`config.mk`:
```
export PLATFORM = sky130hd
export DESIGN_NAME = clk_div_bank_flat
export DESIGN_NICKNAME = d
export VERILOG_FILES = /design/src/rtl/clk_div_pkg.sv /design/src/rtl/clk_div_bank_if.sv /design/src/rtl/clk_div_channel.sv /design/src/rtl/clk_div_bank.sv /design/src/flat_wrapper.sv
export SDC_FILE = /design/constraint.sdc
export NUM_CORES = 1
export LEC_CHECK = 0
export BUFFER_PORTS_ARGS = -buffer_cell sky130_fd_sc_hd__buf_2
export CAP_MARGIN = 20
export CELL_PAD_IN_SITES_DETAIL_PLACEMENT = 2
export CELL_PAD_IN_SITES_GLOBAL_PLACEMENT = 2
export CORE_AREA = 2 2 231 233
export DETAILED_ROUTE_END_ITERATION = 8
export DIE_AREA = 0 0 233 235
export GPL_ROUTABILITY_DRIVEN = 0
export PLACE_DENSITY_LB_ADDON = 0.15
export SYNTH_ARGS = -nofsm -noshare
export SYNTH_HDL_FRONTEND = slang
export SYNTH_SLANG_ARGS = --single-unit
export TNS_END_PERCENT = 100
```
`constraint.sdc`:
```
create_clock -name clk -period 3.3 [get_ports clk]
set_input_delay 0 -clock clk [delete_from_list [all_inputs] [get_ports clk]]
set_output_delay 0 -clock clk [all_outputs]
set_load 0.01 [all_outputs]
```
`src/rtl/clk_div_pkg.sv`:
```
// Shared constants and types for the clk_div_bank divider bank.
package clk_div_pkg;

  localparam int          CNT_W_DEFAULT       = 25;
  localparam int unsigned DEFAULT_DIV_DEFAULT = 32'd25_000_000;

  typedef logic [CNT_W_DEFAULT-1:0] div_t;

  // Channel-select width; a single-channel bank still carries a 1-bit select.
  function automatic int sel_width(input int num_ch);
    return (num_ch > 1) ? $clog2(num_ch) : 1;
  endfunction

endpackage

```
`src/rtl/clk_div_bank_if.sv`:
```
// Control/status bundle between a host and the clk_div_bank divider bank.
interface clk_div_bank_if
  import clk_div_pkg::*;
#(
  parameter int NUM_CH = 4,
  parameter int CNT_W  = CNT_W_DEFAULT
);

  localparam int SEL_W = sel_width(NUM_CH);

  logic [NUM_CH-1:0] enable;
  logic              div_we;
  logic [SEL_W-1:0]  div_sel;
  logic [CNT_W-1:0]  div_value;
  logic              sync_pulse;
  logic [NUM_CH-1:0] tick;
  logic [NUM_CH-1:0] clk_slow;
  logic [NUM_CH-1:0] load_pending;

  modport master (
    output enable, div_we, div_sel, div_value, sync_pulse,
    input  tick, clk_slow, load_pending
  );

  modport slave (
    input  enable, div_we, div_sel, div_value, sync_pulse,
    output tick, clk_slow, load_pending
  );

endinterface

```
`src/rtl/clk_div_channel.sv`:
```
// One divider channel: up-counter, shadow/active divisor, tick strobe and toggle enable.
// Phase-align input exists only when CLKDIV_PHASE_ALIGN_EN is defined.
module clk_div_channel
  import clk_div_pkg::*;
#(
  parameter int          CNT_W       = CNT_W_DEFAULT,
  parameter int unsigned DEFAULT_DIV = DEFAULT_DIV_DEFAULT
) (
  input  logic             clk,
  input  logic             reset,
  input  logic             i_en,
`ifdef CLKDIV_PHASE_ALIGN_EN
  input  logic             i_sync,
`endif
  input  logic             i_we,
  input  logic [CNT_W-1:0] i_div,
  output logic             o_tick,
  output logic             o_clk_slow,
  output logic             o_load_pending
);

  localparam logic [CNT_W-1:0] DIV_RST = CNT_W'(DEFAULT_DIV);

  logic [CNT_W-1:0] r_count;
  logic [CNT_W-1:0] r_div_active;
  logic [CNT_W-1:0] r_div_shadow;
  logic             r_tick;
  logic             r_clk_slow;
  logic             r_load_pending;

  logic w_stopped;
  logic w_term;
  logic w_apply_idle;

  assign w_stopped = (r_div_active == '0);
  // div_active-1 is only meaningful when not stopped, so no underflow reaches w_term.
  assign w_term    = i_en && !w_stopped && (r_count == r_div_active - CNT_W'(1));
  // A disabled or stopped channel has no period boundary to wait for.
  assign w_apply_idle = r_load_pending && (!i_en || w_stopped);

  always_ff @(posedge clk) begin
    if (reset) begin
      r_count        <= '0;
      r_div_active   <= DIV_RST;
      r_div_shadow   <= DIV_RST;
      r_tick         <= 1'b0;
      r_clk_slow     <= 1'b0;
      r_load_pending <= 1'b0;
    end
`ifdef CLKDIV_PHASE_ALIGN_EN
    else if (i_sync) begin
      r_count    <= '0;
      r_tick     <= 1'b0;
      r_clk_slow <= 1'b0;
      if (r_load_pending) begin
        r_div_active <= r_div_shadow;
      end
      // A write on the align edge must wait for a later boundary.
      if (i_we) begin
        r_div_shadow   <= i_div;
        r_load_pending <= 1'b1;
      end else begin
        r_load_pending <= 1'b0;
      end
    end
`endif
    else begin
      r_tick <= 1'b0;
      if (w_stopped) begin
        r_count    <= '0;
        r_clk_slow <= 1'b0;
      end else if (i_en) begin
        if (w_term) begin
          r_count    <= '0;
          r_tick     <= 1'b1;
          r_clk_slow <= ~r_clk_slow;
        end else begin
          r_count <= r_count + CNT_W'(1);
        end
      end

      if (i_we) begin
        r_div_shadow <= i_div;
        // A write landing on the boundary bypasses the shadow entirely.
        if (w_term) begin
          r_div_active   <= i_div;
          r_load_pending <= 1'b0;
        end else begin
          r_load_pending <= 1'b1;
        end
      end else if (r_load_pending && w_term) begin
        r_div_active   <= r_div_shadow;
        r_load_pending <= 1'b0;
      end else if (w_apply_idle) begin
        r_div_active   <= r_div_shadow;
        r_load_pending <= 1'b0;
        r_count        <= '0;
      end
    end
  end

  assign o_tick         = r_tick;
  assign o_clk_slow     = r_clk_slow;
  assign o_load_pending = r_load_pending;

endmodule

```
`src/rtl/clk_div_bank.sv`:
```
// Bank of NUM_CH programmable clock dividers with a shared divisor-write port.
// Optional phase alignment via sync_pulse is built only with CLKDIV_PHASE_ALIGN_EN.
module clk_div_bank
  import clk_div_pkg::*;
#(
  parameter int          NUM_CH      = 4,
  parameter int          CNT_W       = CNT_W_DEFAULT,
  parameter int unsigned DEFAULT_DIV = DEFAULT_DIV_DEFAULT
) (
  input  logic          clk,
  input  logic          reset,
  clk_div_bank_if.slave bus
);

  localparam int SEL_W = sel_width(NUM_CH);

  logic [NUM_CH-1:0] w_we;
  logic [NUM_CH-1:0] w_tick;
  logic [NUM_CH-1:0] w_clk_slow;
  logic [NUM_CH-1:0] w_load_pending;

`ifndef CLKDIV_PHASE_ALIGN_EN
  logic w_unused_sync;
  assign w_unused_sync = bus.sync_pulse;
`endif

  for (genvar i = 0; i < NUM_CH; i++) begin : g_ch
    localparam logic [SEL_W-1:0] CH_SEL = SEL_W'(i);

    // Out-of-range selects match no channel and are dropped here.
    assign w_we[i] = bus.div_we && (bus.div_sel == CH_SEL);

    clk_div_channel #(
      .CNT_W       (CNT_W),
      .DEFAULT_DIV (DEFAULT_DIV)
    ) u_ch (
      .clk            (clk),
      .reset          (reset),
      .i_en           (bus.enable[i]),
`ifdef CLKDIV_PHASE_ALIGN_EN
      .i_sync         (bus.sync_pulse),
`endif
      .i_we           (w_we[i]),
      .i_div          (bus.div_value),
      .o_tick         (w_tick[i]),
      .o_clk_slow     (w_clk_slow[i]),
      .o_load_pending (w_load_pending[i])
    );
  end

  assign bus.tick         = w_tick;
  assign bus.clk_slow     = w_clk_slow;
  assign bus.load_pending = w_load_pending;

endmodule

```
`src/flat_wrapper.sv`:
```
// flat-port wrapper written by rule: the top's interface ports become plain ports
module clk_div_bank_flat import clk_div_pkg::*;
#(
  parameter int          NUM_CH      = 4,
  parameter int          CNT_W       = CNT_W_DEFAULT,
  parameter int unsigned DEFAULT_DIV = DEFAULT_DIV_DEFAULT
)
  (clk, reset, bus_enable, bus_div_we, bus_div_sel, bus_div_value, bus_sync_pulse, bus_tick, bus_clk_slow, bus_load_pending);
  clk_div_bank_if #(.NUM_CH(NUM_CH), .CNT_W(CNT_W)) bus_i ();
  input  logic clk;
  input  logic reset;
  input wire logic [$bits(bus_i.enable)-1:0] bus_enable;
  input wire logic [$bits(bus_i.div_we)-1:0] bus_div_we;
  input wire logic [$bits(bus_i.div_sel)-1:0] bus_div_sel;
  input wire logic [$bits(bus_i.div_value)-1:0] bus_div_value;
  input wire logic [$bits(bus_i.sync_pulse)-1:0] bus_sync_pulse;
  output wire logic [$bits(bus_i.tick)-1:0] bus_tick;
  output wire logic [$bits(bus_i.clk_slow)-1:0] bus_clk_slow;
  output wire logic [$bits(bus_i.load_pending)-1:0] bus_load_pending;
  assign bus_i.enable = bus_enable;
  assign bus_i.div_we = bus_div_we;
  assign bus_i.div_sel = bus_div_sel;
  assign bus_i.div_value = bus_div_value;
  assign bus_i.sync_pulse = bus_sync_pulse;
  assign bus_tick = bus_i.tick;
  assign bus_clk_slow = bus_i.clk_slow;
  assign bus_load_pending = bus_i.load_pending;
  clk_div_bank #(.NUM_CH(NUM_CH), .CNT_W(CNT_W), .DEFAULT_DIV(DEFAULT_DIV)) u_core (.clk(clk), .reset(reset), .bus(bus_i));
endmodule
```
==> summary.md <==
| Metric | Value |
|---|---|
| CP Cell Sequence | `or4_4 -> or3_4 -> buf_4 -> o21ai_0 -> nand4_1 -> or4_4 -> buf_6 -> o211ai_1 -> buf_4 -> clkbuf_16 -> nor2_2` |
| Initial DRC Count | `approximately 800` |
| Outcome | `finished, violations left` |
| Syn. warnings | `0` |
| Tightest Pin Transition | `888.3 ps` |
| Post-Route WL | `69820 um` |
| Syn avg cell area | `about 7.8 um^2` |
| FF+latch count, synth | `between 300 and 400` |
| Worst path top cell family by delay | `simple AND/OR/NAND/NOR gates` |
| CTS Buf Count | `40` |
| Rel. slew slack | `between 40% and 50%` |
| Number of diodes | `0` |
| Tot GR Track Use | `approximately a quarter` |
| Fin Clk Skew | `approximately 19 ps` |
| Root buffer cell | `clkbuf_16` |
| Mapped Area | `around 18000 um^2` |
| Mapped Cells | `between 2000 and 2500` |
| Fmax | `0.2706 GHz` |
| Hpwl dp | `approximately 47000 um` |
| # rows | `84` |
| Max Cap Viol | `0` |
| Fill cell count | `between 5000 and 6000` |
| Vias/cell | `about 5.6` |
| Slew Limit Fails | `0` |
| Post-layout nets | `approximately 2500` |
| CP max-delay cell | `or4_4` |
| CP Max Fanout | `6` |
| IO buf count | `between 40 and 50` |
| Core footprint | `52240 um^2` |
| Final hold viol count | `0` |
| Post-synth EDFFs | `0` |
| Full die area | `between 50000 and 60000 um^2` |
| Synth top area cells | `dfxtp_1 36%, nand2_1 6.4%, xnor2_1 6.0%, xor2_1 5.1%, nor2_1 5.0%` |
| Vias in the first global route | `18740` |
| Minimum clock period | `about 3700 ps` |
| RSZ-0062 raised after global routing | `yes` |
| Post-synth top area share | `a little over a third` |
| Data required, critical path | `3760 ps` |
| Crit Path Category | `reg -> reg` |
| Wire per inst | `22.24 um` |
| CTS clock-pin slew for the worst setup and hold paths | `about 60 ps` |
| Hold crit path type | `in -> reg` |
| Pwr/cell area | `between 400 and 500 nW/um^2` |
| Die Y | `approximately 240 um` |
| CTS max path bufs | `3` |
| Crit end category | `flop` |
| Seq/Total Area, Yosys | `between 30% and 40%` |
| # DRC | `0` |
| Final ANT Viol Nets | `0` |
| Syn-to-layout area delta | `29.10%` |
| CTS H-tree depth | `2` |
| Max VDD drop | `0.0003336 V` |
| Prevailing post-synth register cell | `dfxtp_1` |
| Die width | `about 230 um` |
| Worst path arrival time | `roughly 4200 ps` |
| Async S/R FF share, synth | `0%` |
| Layout cell share with drive strength beyond 1 | `a little over a fifth` |
| Via Count | `17570` |
| Buf/Inv on CP | `4` |
| Post-route setup slack | `-395.3 ps` |
| Failing checks | `setup timing` |
| Initial antenna violation count | `1` |
| CP max stage delay | `~570 ps` |
| Hold WS | `about 39 ps` |
| Lkg Pwr | `a little over 8 nW` |
| # clock sinks | `between 300 and 400` |
| DR pass1 iterations | `5` |
| Cell taking the most area after synthesis | `dfxtp_1` |
| Initial core utilization | `between 30% and 40%` |
| Final setup viols | `100` |
| Pin count of the biggest net entering global routing | `86` |
| I/O pins | `47` |
| Synth cell types | `between 70 and 80` |
| Net Count, Synth | `~2300` |
| CTS tree | `built` |
| Later-pin clock latency in the skew report | `580 ps` |
| Global-route wire length before repair | `between 100000 and 150000 um` |
| Fin crit share | `112.0%` |
| CP Launch Type | `flop` |
| Post-Place Worst Slack | `-433.1 ps` |
| Total grt overflow | `0` |
==> cell type report <==
type | count | area [um^2] | area share (%)
inverters | 40 | 150.1 | 0.6632
flip-flops and latches | 312 | 6264 | 27.67
clock inverters | 12 | 108.9 | 0.4808
repair buffers | 304 | 2587 | 11.43
well taps | 688 | 860.8 | 3.802
multi-input cells | 1724 | 11480 | 50.71
clock buffers | 60 | 1187 | 5.245
==> worst register-to-register path: cells and delay by family (launching register included) <==
kind | cells | cell delay [ps]
compound gates | 2 | 710
buf+inv | 4 | 700
simple gates | 5 | 1850
flops | 1 | 310
==> what timing repair did <==
action / CTS / global route
pin swaps: 16 / 90
endpoints found under the setup margin: 135 / 188
hold buffers: 31 / 0
cloned: 3 / 8
gates resized for setup: 58 / 148
hold endpoints to repair: 147 / 0
setup buffers: 18 / 19
==> cells by family after synthesis <==
logic type / synth area share [%]
simple gates: 29.87
xor+xnor: 11.09
compound gates: 17.32
mux: 0.5137
flops: 35.62
buf+inv: 4.737
fa+ha+maj: 0.8561
==> layer usage <==
layer	track usage [%]	up-vias	part of all wire, %
met5	0	-	0.019
met4	7.373	2	2.5
met3	3.010	99	2.9
met2	40.55	214	49
met1	32.39	8971	46
li1	-	8288	-
==> cells in the mapped netlist (22+ instances only) <==
cell / instances
nor2_1: 233
dfxtp_1: 312
nand2_1: 298
nand3b_1: 51
o22ai_1: 51
a21oi_1: 112
o21ai_0: 72
and3_1: 44
a31oi_1: 22
or4_1: 23
nand4_1: 45
nor4_1: 41
inv_1: 40
a21boi_0: 38
xor2_1: 102
xnor2_1: 120
and2_1: 26
nand2b_1: 30
nand3_1: 49
nor3_1: 54
or3_1: 38
clkbuf_1: 125
==> registers in the layout (all words and copies together), names as in the netlist <==
register / count
u_core.g_ch.u_ch.r_count: 100
u_core.g_ch.u_ch.r_div_active: 100
u_core.g_ch.u_ch.r_div_shadow: 100
u_core.g_ch.u_ch.o_clk_slow: 4
u_core.g_ch.u_ch.o_load_pending: 4
u_core.g_ch.u_ch.o_tick: 4
==> per-stage QoR <==
stage | instances | instance area (um^2) | total power [W] | TNS [ps] | utilization, %
after floorplan | 2237 | 17640 | 0.005034 | -1969 | -
after global placement | 2989 | 19570 | 0.005659 | -12560 | 37.46
after detailed placement | 2989 | 19570 | 0.005731 | -25910 | 37.46
after CTS | 3113 | 21610 | 0.01027 | -5064 | 41.38
after global routing | 3140 | 22640 | 0.01076 | -28520 | 43.34
final | 3140 | 22640 | 0.01033 | -25950 | 43.34
==> where the power goes <==
group	total [W]	internal [W]	switching, W
clock network	0.00442	0.00257	0.00185
logic	0.00179	0.000778	0.00101
registers	0.00412	0.00393	0.000186
total	0.0103	0.00728	0.00304
==> final timing paths <==
path | startpoint | endpoint | slack [ps] | cells after the start
worst min register to register | u_core.g_ch[2].u_ch.r_div_shadow[15]$_SDFFE_PP0P_ | u_core.g_ch[2].u_ch.r_div_shadow[15]$_SDFFE_PP0P_ | 450 | 2
worst max-delay path | u_core.g_ch[2].u_ch.r_div_active[15]$_SDFFE_PP0P_ | u_core.g_ch[2].u_ch.r_count[10]$_SDFF_PP0_ | -400 | 11
worst max register to register | u_core.g_ch[2].u_ch.r_div_active[15]$_SDFFE_PP0P_ | u_core.g_ch[2].u_ch.r_count[10]$_SDFF_PP0_ | -400 | 11
worst min-delay path | bus_div_sel[0] | u_core.g_ch[1].u_ch.r_div_shadow[4]$_SDFFE_PP0P_ | 40 | 4
==> layout by cell type (no fill, tap or decap), types with 26 or more instances in the layout <==
cell | Yosys | routed
nand2b_1 | 30 | 29
nor2_1 | 233 | 198
buf_2 | 13 | 44
nand2_1 | 298 | 298
nor4_1 | 41 | 32
nand3b_1 | 51 | 51
xor2_1 | 102 | 102
dfxtp_1 | 312 | 302
nor3_1 | 54 | 44
nand4_1 | 45 | 45
xnor2_1 | 120 | 118
inv_1 | 40 | 36
buf_4 | 12 | 192
clkbuf_16 | 0 | 46
and3_1 | 44 | 42
or3_1 | 38 | 33
dlygate4sd3_1 | 0 | 31
a21oi_1 | 112 | 110
o21ai_0 | 72 | 69
o22ai_1 | 51 | 41
a21boi_0 | 38 | 38
nand3_1 | 49 | 49
and2_1 | 26 | 26
(Power assumes the default switching activity.)
